## src/rtl/frame_overlap_discard.sv

```systemverilog
// frame_overlap_discard: strips the repeated overlap head from each framed block and checks framing
module frame_overlap_discard #(
  parameter int DATA_W    = 16,
  parameter int FRAME_LEN = 256,
  parameter int OVERLAP   = 52
) (
  input  logic              clk,
  input  logic              rst,
  input  logic              start,
  input  logic [DATA_W-1:0] data_in,
  input  logic              data_in_valid,
  input  logic              data_in_last,
  output logic [DATA_W-1:0] data_out,
  output logic              data_out_valid,
  output logic              data_out_last,
  output logic [15:0]       frame_cnt,
  output logic              frame_err,
  output logic              sync_lost
);
  localparam int CW = $clog2(FRAME_LEN);
  localparam logic [CW-1:0] LAST_IDX = CW'(FRAME_LEN - 1);
  localparam logic [CW-1:0] OV_LIM   = CW'(OVERLAP);
  localparam logic [CW-1:0] OV_END   = CW'(OVERLAP == 0 ? 0 : OVERLAP - 1);
  typedef enum logic [2:0] {IDLE, FIRST, DISCARD, KEEP, RESYNC} state_t;
  state_t            state_q;
  logic [CW-1:0]     in_cnt_q;
  logic [DATA_W-1:0] data_q;
  logic              valid_q, last_q, err_q, sync_q;
  logic [15:0]       cnt_q;
  logic              active, is_end, acc, pass, good_end, err;
  state_t            after_end;
  always_comb begin
    active    = state_q == FIRST || state_q == DISCARD || state_q == KEEP;
    is_end    = in_cnt_q == LAST_IDX;
    acc       = data_in_valid && active;
    pass      = acc && (state_q != DISCARD || in_cnt_q >= OV_LIM);
    good_end  = acc && data_in_last && is_end;
    err       = acc && (data_in_last != is_end);
    after_end = OVERLAP == 0 ? KEEP : DISCARD;
  end
  always_ff @(posedge clk or posedge rst) begin
    if (rst) begin
      state_q  <= IDLE;
      in_cnt_q <= '0;
      data_q   <= '0;
      valid_q  <= 1'b0;
      last_q   <= 1'b0;
      err_q    <= 1'b0;
      sync_q   <= 1'b0;
      cnt_q    <= '0;
    end else begin
      valid_q <= pass;
      last_q  <= pass && good_end;
      err_q   <= err;
      if (pass) data_q <= data_in;
      if (good_end) cnt_q <= cnt_q + 16'd1;
      if (state_q == IDLE) begin
        if (start) begin
          state_q  <= FIRST;
          in_cnt_q <= '0;
        end
      end else if (state_q == RESYNC) begin
        if (data_in_valid && data_in_last) begin
          state_q  <= after_end;
          in_cnt_q <= '0;
          sync_q   <= 1'b0;
        end else if (data_in_valid) begin
          in_cnt_q <= is_end ? '0 : in_cnt_q + 1'b1;
        end
      end else if (data_in_valid) begin
        // any last (early or correct) restarts an overlapped frame; a missing last loses sync
        if (data_in_last) begin
          state_q  <= after_end;
          in_cnt_q <= '0;
        end else if (is_end) begin
          state_q  <= RESYNC;
          in_cnt_q <= '0;
          sync_q   <= 1'b1;
        end else begin
          in_cnt_q <= in_cnt_q + 1'b1;
          if (state_q == DISCARD && OVERLAP != 0 && in_cnt_q == OV_END) state_q <= KEEP;
        end
      end
    end
  end
  assign data_out       = data_q;
  assign data_out_valid = valid_q;
  assign data_out_last  = last_q;
  assign frame_cnt      = cnt_q;
  assign frame_err      = err_q;
  assign sync_lost      = sync_q;
endmodule
```

## config.mk

```make
export PLATFORM = sky130hd
export DESIGN_NAME = frame_overlap_discard
export DESIGN_NICKNAME = d
export VERILOG_FILES = /design/src/rtl/frame_overlap_discard.sv
export SDC_FILE = /design/constraint.sdc
export NUM_CORES = 1
export LEC_CHECK = 0
export CAP_MARGIN = 20
export CORE_ASPECT_RATIO = 0.8
export CORE_MARGIN = 1.5
export CORE_UTILIZATION = 45
export CTS_CLUSTER_DIAMETER = 100
export DETAILED_ROUTE_END_ITERATION = 6
export PLACE_DENSITY = 0.72
export REMOVE_ABC_BUFFERS = 1
export SYNTH_ARGS = -nofsm -noshare
export SYNTH_HDL_FRONTEND = slang
export SYNTH_SLANG_ARGS = --single-unit
export TNS_END_PERCENT = 1
```

## constraint.sdc

```tcl
create_clock -name clk -period 5.25 [get_ports clk]
set_input_delay 0.7875 -clock clk [delete_from_list [all_inputs] [get_ports clk]]
set_output_delay 0.7875 -clock clk [all_outputs]
set_load 0.01 [all_outputs]
```

## Word-level counts from Yosys, hierarchy flattened

Index checks and enable logic that the tools add are counted.

| storage, ports and cells | value |
|---|---|
| flip-flop bits (word level) | 47 |
| memory bits (read-only) | 0 |
| RAM bits | 0 |
| output and inout bits | 36 |
| bits in latches | 0 |
| input port bits | 21 |
| memories | 0 |
| logic and storage cells | 65 |

| cells by class | value |
|---|---|
| bitwise gates (word level) | 1 |
| equal/unequal tests | 12 |
| multipliers | 0 |
| multiplexer cells | 21 |
| reduce and logical (&&, ||, !) cells | 20 |
| magnitude comparators | 1 |
| add/subtract/negate cells | 2 |
| shifts and indexed selects | 0 |
| divide/modulo/power cells | 0 |

Operators with widths:

| cell | number |
|---|---|
| two-way mux 8 bit | 8 |
| two-way mux 3 bit | 8 |
| adder 16 x 1 -> 16 bit (second input constant) | 1 |
| adder 8 x 1 -> 8 bit (second input constant) | 1 |
| equality test 8 x 6 -> 1 bit (second input constant) | 1 |
| equality test 8 bit (second input constant) | 1 |
| greater-or-equal comparator 8 x 6 -> 1 bit (second input constant) | 1 |
| logical AND 1 bit | 8 |
| equality test 3 x 2 -> 1 bit (second input constant) | 2 |
| != test 3 x 2 -> 1 bit (second input constant) | 2 |
| nonzero test 3 bit | 2 |
| two-way mux 1 bit | 5 |
| AND reduction 5 bit | 1 |
| nonzero test 5 bit | 1 |
| != test 2 x 1 -> 1 bit (second input constant) | 2 |
| AND reduction 4 bit | 1 |
| nonzero test 2 bit | 2 |
| equality test 3 x 1 -> 1 bit (second input constant) | 1 |
| equality test 3 bit (second input constant) | 1 |
| zero test 3 bit | 1 |
| logical OR 1 bit | 3 |
| AND reduction 3 bit | 1 |
| != test 2 bit (second input constant) | 1 |
| != test 1 bit | 1 |
| NOT 1 bit | 1 |

## Longest topological paths before layout

Gate-level depths: netlist of the first run.

| logic depth | value |
|---|---|
| depth in word-level cells | 8 |
| mapped depth | 9 |
| mapped depth without buffers | 9 |

## Least setup slack after synthesis of the first run

OpenSTA, ideal clock, no wires.

| path | value |
|---|---|
| path kind | input to register |
| from | input port data_in_valid |
| to | register cnt_q[8], in the netlist frame_cnt[8] |
| data required time | 5,171 ps |
| arrival time | 1,940 ps |
| library setup time | 79 ps |
| cell stages on the path | 6 |
| path slack | 3,231 ps |
| path buffers | 1 |
| path through | buf_2 -> o21a_4 -> nand3_4 -> or3_4 -> nor3_2 -> xor2_1 |

| between the ends | value |
|---|---|
| cells in the longest elaborated chain, start to end | 3 |

Ends and longest elaborated chain:

| item | RTL line | source |
|---|---|---|
| start: declaration | 11 | `input logic data_in_valid,` |
| logical AND 1 bit | 35 | `acc = data_in_valid && active;` |
| logical AND 1 bit (2 in a row) | 37 | `good_end = acc && data_in_last && is_end;` |
| end signal: assignment | 56 | `if (good_end) cnt_q <= cnt_q + 16'd1;` |
| end: declaration | 29 | `logic [15:0] cnt_q;` |

Every way passes these cells.
A chain may end at the register's enable or synchronous reset.

## Worst setup path after layout of the first run

Ends and elaborated chain as after synthesis.

==> results of run 1 <==
[cell families after synthesis]
logic type	after synthesis	share of synthesized area
XOR/XNOR	15	0.05847
flip-flops	47	0.5234
AO/OA/AOI/OAI	25	0.07517
buffers and inverters	14	0.02840
multiplexers	18	0.09020
AND/OR/NAND/NOR	72	0.1910
adder cells (fa/ha/maj)	6	0.03341
[area by class of cell]
class / count / area share
Sequential cell: 47 / 0.3975
Multi-Input combinational cell: 136 / 0.3404
Timing Repair Buffer: 57 / 0.1962
Tap cell: 60 / 0.02537
Clock buffer: 5 / 0.02326
Inverter: 10 / 0.01268
Clock inverter: 2 / 0.004651
[power by group through the flow]
stage          Combinational (mW)  Sequential, mW  Clock, mW
2_1_floorplan              0.0580           0.447          0
3_3_place_gp                0.159           0.435          0
3_5_place_dp                0.161           0.436          0
4_1_cts                     0.162           0.429      0.219
5_1_grt                     0.176           0.435      0.234
6_report                    0.162           0.429      0.212
[state kept, by name (all words and copies together) (netlist names)]
name            flops
state_q             3
data_out           16
in_cnt_q            8
frame_cnt          16
sync_lost           1
data_out_valid      1
data_out_last       1
frame_err           1
[metrics by stage]
step | power (mW) | worst slack, ns
finish | 0.8025 | 2.904
global route | 0.8449 | 2.792
global placement | 0.5937 | 2.624
CTS | 0.8097 | 2.911
floorplan | 0.5046 | 3.346
detailed placement | 0.5978 | 2.600
[metal layers]
| layer | vias to the layer above | GRT usage |
|---|---|---|
| li1 | 819 | - |
| met1 | 800 | 0.2678 |
| met2 | 67 | 0.2490 |
| met3 | 7 | 0.05241 |
| met4 | 0 | 0.06144 |
| met5 | - | 0 |
[final timing paths]
check | slack (ns) | depth (start not counted) | start | endpoint
worst min register to register | 0.49 | 1 | frame_cnt[15] | frame_cnt[15]
max in group asynchronous | 4.05 | 3 | rst | sync_lost
worst max register to register | 3.19 | 9 | in_cnt_q[0] | state_q[1]
min in group asynchronous | 0.73 | 2 | rst | data_out[13]
worst min-delay path | 0.49 | 1 | frame_cnt[15] | frame_cnt[15]
worst max-delay path | 2.90 | 6 | data_in_valid | frame_cnt[8]
[critical path, delay by kind of cell]
kind	cells	cell delay [ns]
buffers and inverters	1	0.67
AOI/OAI and AO/OA	1	0.23
xor gates and xnor gates	1	0.16
and+or+nand+nor	3	0.73
[layout by cell type, fill, tap and decap left out, types with 2 or more instances in the layout]
cell             instances
a21oi_1                  5
a22o_1                   2
a31oi_1                  3
and3_1                   8
and4_1                   2
clkbuf_8                 5
clkdlybuf4s50_1         56
dfrtp_1                 47
ha_1                     6
inv_1                    9
mux2_1                   9
mux2_2                   9
nand2_1                 18
nand2b_1                 2
nand3_1                  8
nand4_1                  3
nor2_1                  12
nor3_1                   5
nor3_2                   3
o21ai_0                  6
xnor2_1                  7
xor2_1                   8
==> run summary, run 1 <==
P_sw: 214.1 uW
setup tns final: 0 ns
critical-path maximum fanout: 9
CTS Buf Count: 5
minimum clock period after layout: 2.346 ns
Cell Area, Synth: 0.002247 mm2
detailed-router iteration count before antenna repair: 4
layout cells sized above 1: 0.1167
nets@finish: 284
Synth Warn #: 0
internal power: 588.4 uW
met3 WL post-DR: 413 um
Leak: 1.350 nW
Clock Skew: 0.008126 ns
vias: 1693
Final Wtd Congestion: 0.8527
largest net degree at the start of global routing: 48
Post-CTS Setup Bufs: 0
Synth area leader: dfrtp_1
CP Class: input port to register
peak supply drop: 0.0001346 V
Hold Vio Cnt, Final: 0
Clk network pwr share: 0.264
Post-synth top cells: 47 x dfrtp_1, 18 x nand2_1, 12 x nor2_1
filler cell count: 388
fin. max-slew vios: 0
register area share after synthesis: 0.5234
worst stage delay on the critical path: 0.67 ns
Total Wirelength: 4524 um
FF/Latch Area: 0.001176 mm2
Worst slew margin: 0.5765
mean area per synthesized cell: 11.41 um2
unique cell type count in the Yosys netlist: 42
Critical Path Slowest Stage Cell: clkdlybuf4s50_1
# hold bufs at CTS: 0
Yosys top cell area share: 0.5234
clk buf depth: 2
Post-Syn Instances: 197
clock transition at the registers of the reported paths: 0.09 ns
Root Buffer: clkbuf_8
FF+latch count, synth: 47
DRT iter0 DRCs: 51
status: completed
DP Cell Count: 309
chip width: 82.01 um
Synth async-reset ratio: 1.000
fmax: 426.3 MHz
row count: 22
fin util: 0.6287
RSZ-0062 raised after global routing: false
max cap viols: 0
Vias/cell: 5.341
global-route wire length before repair: 7355 um
post-route antenna net violation count: 0
Flop pwr share: 0.534
area of the multi-input gates: 0.001007 mm2
non-filler cells, final: 317
# diodes: 0
WL met2: 1824 um
Core ar.: 0.004707 mm2
gr ovfl total: 0
CTS sink count: 47
CP Cell Sequence: clkdlybuf4s50_1 -> o21a_4 -> nand3_4 -> or3_4 -> nor3_2 -> xor2_1
switching share of power: 0.2669
initial antenna violation count: 0
htree depth: 2
area grow syn2layout: 31.68%
arrival time of the worst setup path: 2.57 ns
Critical Path RT: 5.48 ns
ys flop type: dfrtp_1
DR top layer: met4
Tcrit/Tclk final: 0.4469
Clock Latency Late Sink: 0.30 ns
post-CTS sizing: 0
Design Area, Final: 0.002959 mm2
CTS tree: built
GRT Util Overall: 0.1808
CP Launch Type: input port
power per cell area: 271.2 mW/mm2
IO buf count: 56
count leader, synth: dfrtp_1
Initial Utilization: 0.4774
Tightest Hold Check Type: register to register
Hold WS: 0.4858 ns
number of synthesized flops with an enable pin: 0
Die ar.: 0.005429 mm2
WL per Instance: 14.27 um
Worst-Margin Slew: 0.6304 ns
DRC viols: 0
post-DP HPWL: 3355 um
WL met1: 2240 um
critical path endpoint category: register
Placed Area: 0.002856 mm2
combinational share of power: 0.201
top-level I/O count: 57
final setup vio count: 0
vias in the first global route: 1543
synth top area cells: dfrtp_1 52%, mux2_1 4.5%, mux2_2 4.5%
Die Span Y: 66.21 um
Note: power is estimated with default switching activity, not from simulation.
==> run 2: changes to the inputs <==
- clock period: 5.25 -> 2.2 ns (I/O delays scaled with it)
==> run 2 against run 1 <==
Effect of this change:
- sequential power increased by 140%
- wire length shrank 0.86%
- clock skew down 0.00093 ns
- total power rose to 2.6 times the previous value
- cell count rose by 1.6%
- sequential cell count did not move
- non-clock buffer count increased by 4
- largest cell class unchanged
- largest power group unchanged
==> run summary, run 2 (synthesis results as in run 1) <==
status: completed (unchanged)
IO buf count: 56 (unchanged)
CP Class: register to register (was input port to register)
post-route antenna net violation count: 0 (unchanged)
CTS Buf Count: 5 (unchanged)
vias in the first global route: 1647 (was 1543)
leading cell type in the layout, fill and taps excluded: clkdlybuf4s50_1 (unchanged)
top-level I/O count: 57 (unchanged)
Clock Latency Late Sink: 0.30 ns (about the same)
minimum clock period after layout: 2.021 ns
DP Cell Count: 314 (was 309)
htree depth: 2 (unchanged)
DRT iter0 DRCs: 88 (was 51)
Vias/cell: 5.283 (was 5.341)
Design Area, Final: 0.003028 mm2 (was 0.002959 mm2)
Total Wirelength: 4485 um (was 4524 um)
Worst slew margin: 0.6771 (was 0.5765)
Tightest Hold Check Type: input port to async pin (was register to register)
Critical Path RT: 2.40 ns (was 5.48 ns)
critical path endpoint category: register (unchanged)
Die Span Y: 66.21 um (unchanged)
# hold bufs at CTS: 0 (unchanged)
filler cell count: 357 (was 388)
Tcrit/Tclk final: 0.9187
final setup vio count: 0 (unchanged)
CTS tree: built (unchanged)
gr ovfl total: 0 (unchanged)
WL per Instance: 13.93 um (was 14.27 um)
area grow syn2layout: 34.74% (was 31.68%)
fmax: 494.8 MHz
Hold WS: 0.3652 ns (was 0.4858 ns)
post-CTS sizing: 0 (unchanged)
Final Wtd Congestion: 0.8914 (was 0.8527)
non-filler cells, final: 322 (was 317)
arrival time of the worst setup path: 2.22 ns (was 2.57 ns)
clock transition at the registers of the reported paths: 0.09 ns (about the same)
Clock Skew: 0.007192 ns (was 0.008126 ns)
max cap viols: 0 (unchanged)
peak supply drop: 0.0004540 V (was 0.0001346 V)
row count: 22 (unchanged)
setup tns final: 0 ns (unchanged)
Initial Utilization: 0.4774 (unchanged)
Placed Area: 0.002907 mm2 (was 0.002856 mm2)
GRT Util Overall: 0.1832 (was 0.1808)
clk buf depth: 2 (unchanged)
Root Buffer: clkbuf_8 (unchanged)
Hold Vio Cnt, Final: 0 (unchanged)
critical-path maximum fanout: 5 (was 9)
layout cells sized above 1: 0.1336 (was 0.1167)
Post-CTS Setup Bufs: 0 (unchanged)
DRC viols: 0 (unchanged)
Worst-Margin Slew: 0.4836 ns (was 0.6304 ns)
fin. max-slew vios: 0 (unchanged)
# diodes: 0 (unchanged)
largest net degree at the start of global routing: 27 (was 48)
initial antenna violation count: 0 (unchanged)
vias: 1701 (was 1693)
Die ar.: 0.005429 mm2 (unchanged)
RSZ-0062 raised after global routing: false (unchanged)
detailed-router iteration count before antenna repair: 4 (unchanged)
CTS sink count: 47 (unchanged)
global-route wire length before repair: 7527 um (was 7355 um)
nets@finish: 288 (was 284)
chip width: 82.01 um (unchanged)
fin util: 0.6433 (was 0.6287)
CP Launch Type: register (was input port)
Leak: 1.389 nW (was 1.350 nW)
power per cell area: 684.5 mW/mm2 (was 271.2 mW/mm2)
post-DP HPWL: 3372 um (was 3355 um)
most frequent cells in the layout: 56 x clkdlybuf4s50_1, 47 x dfrtp_1, 18 x nand2_1 (unchanged)
Core ar.: 0.004707 mm2 (unchanged)
## run 2: area by class of cell
type	count	area, um2	share of cell area
clock buffers	6	82.58	0.02727
clock inverters	2	38.79	0.01281
inverters	10	37.54	0.01240
multi-input cells	136	1007	0.3326
flip-flops and latches	47	1176	0.3884
well taps	60	75.07	0.02479
repair buffers	61	610.6	0.2017
## run 2: per-stage QoR
stage | worst slack, ns | power [mW]
floorplan | 0.4414 | 1.204
global placement | 0.1968 | 1.424
detailed placement | 0.1205 | 1.434
CTS | 0.1740 | 2.099
global route | 0.04242 | 2.193
finish | 0.1789 | 2.073
## run 2: final timing paths
check | from | endpoint | slack, ns | cells after the start
max | in_cnt_q[0] | state_q[1] | 0.18 | 9
min | rst | data_out[10] | 0.37 | 2
max reg2reg | in_cnt_q[0] | state_q[1] | 0.18 | 9
min reg2reg | data_out[6] | data_out[6] | 0.49 | 1
max in group asynchronous | rst | in_cnt_q[0] | 1.33 | 3
min in group clk | data_out[6] | data_out[6] | 0.49 | 1
## run 2: worst max-delay path: stages, from the launching register on
cell,delay [ns]
dfrtp_1,0.42
ha_1,0.18
nand3_1,0.13
nor3_2,0.34
inv_1,0.08
ha_1,0.18
o21ai_0,0.11
a41o_1,0.14
nand2_1,0.08
a211oi_1,0.25
## run 2: layer usage
layer  global-route usage  vias to the layer above  routed length, um
met1               0.2691                      812               2277
met5                    0                        -                  0
met2               0.2602                       62               1797
li1                     -                      820                  -
met3              0.05379                        7                370
met4              0.05085                        0                 40
## run 2: report_power, final
part           internal [mW]  switching [mW]
logic                  0.233           0.154
registers              0.955          0.0684
clock network          0.374           0.288
total                   1.56           0.510
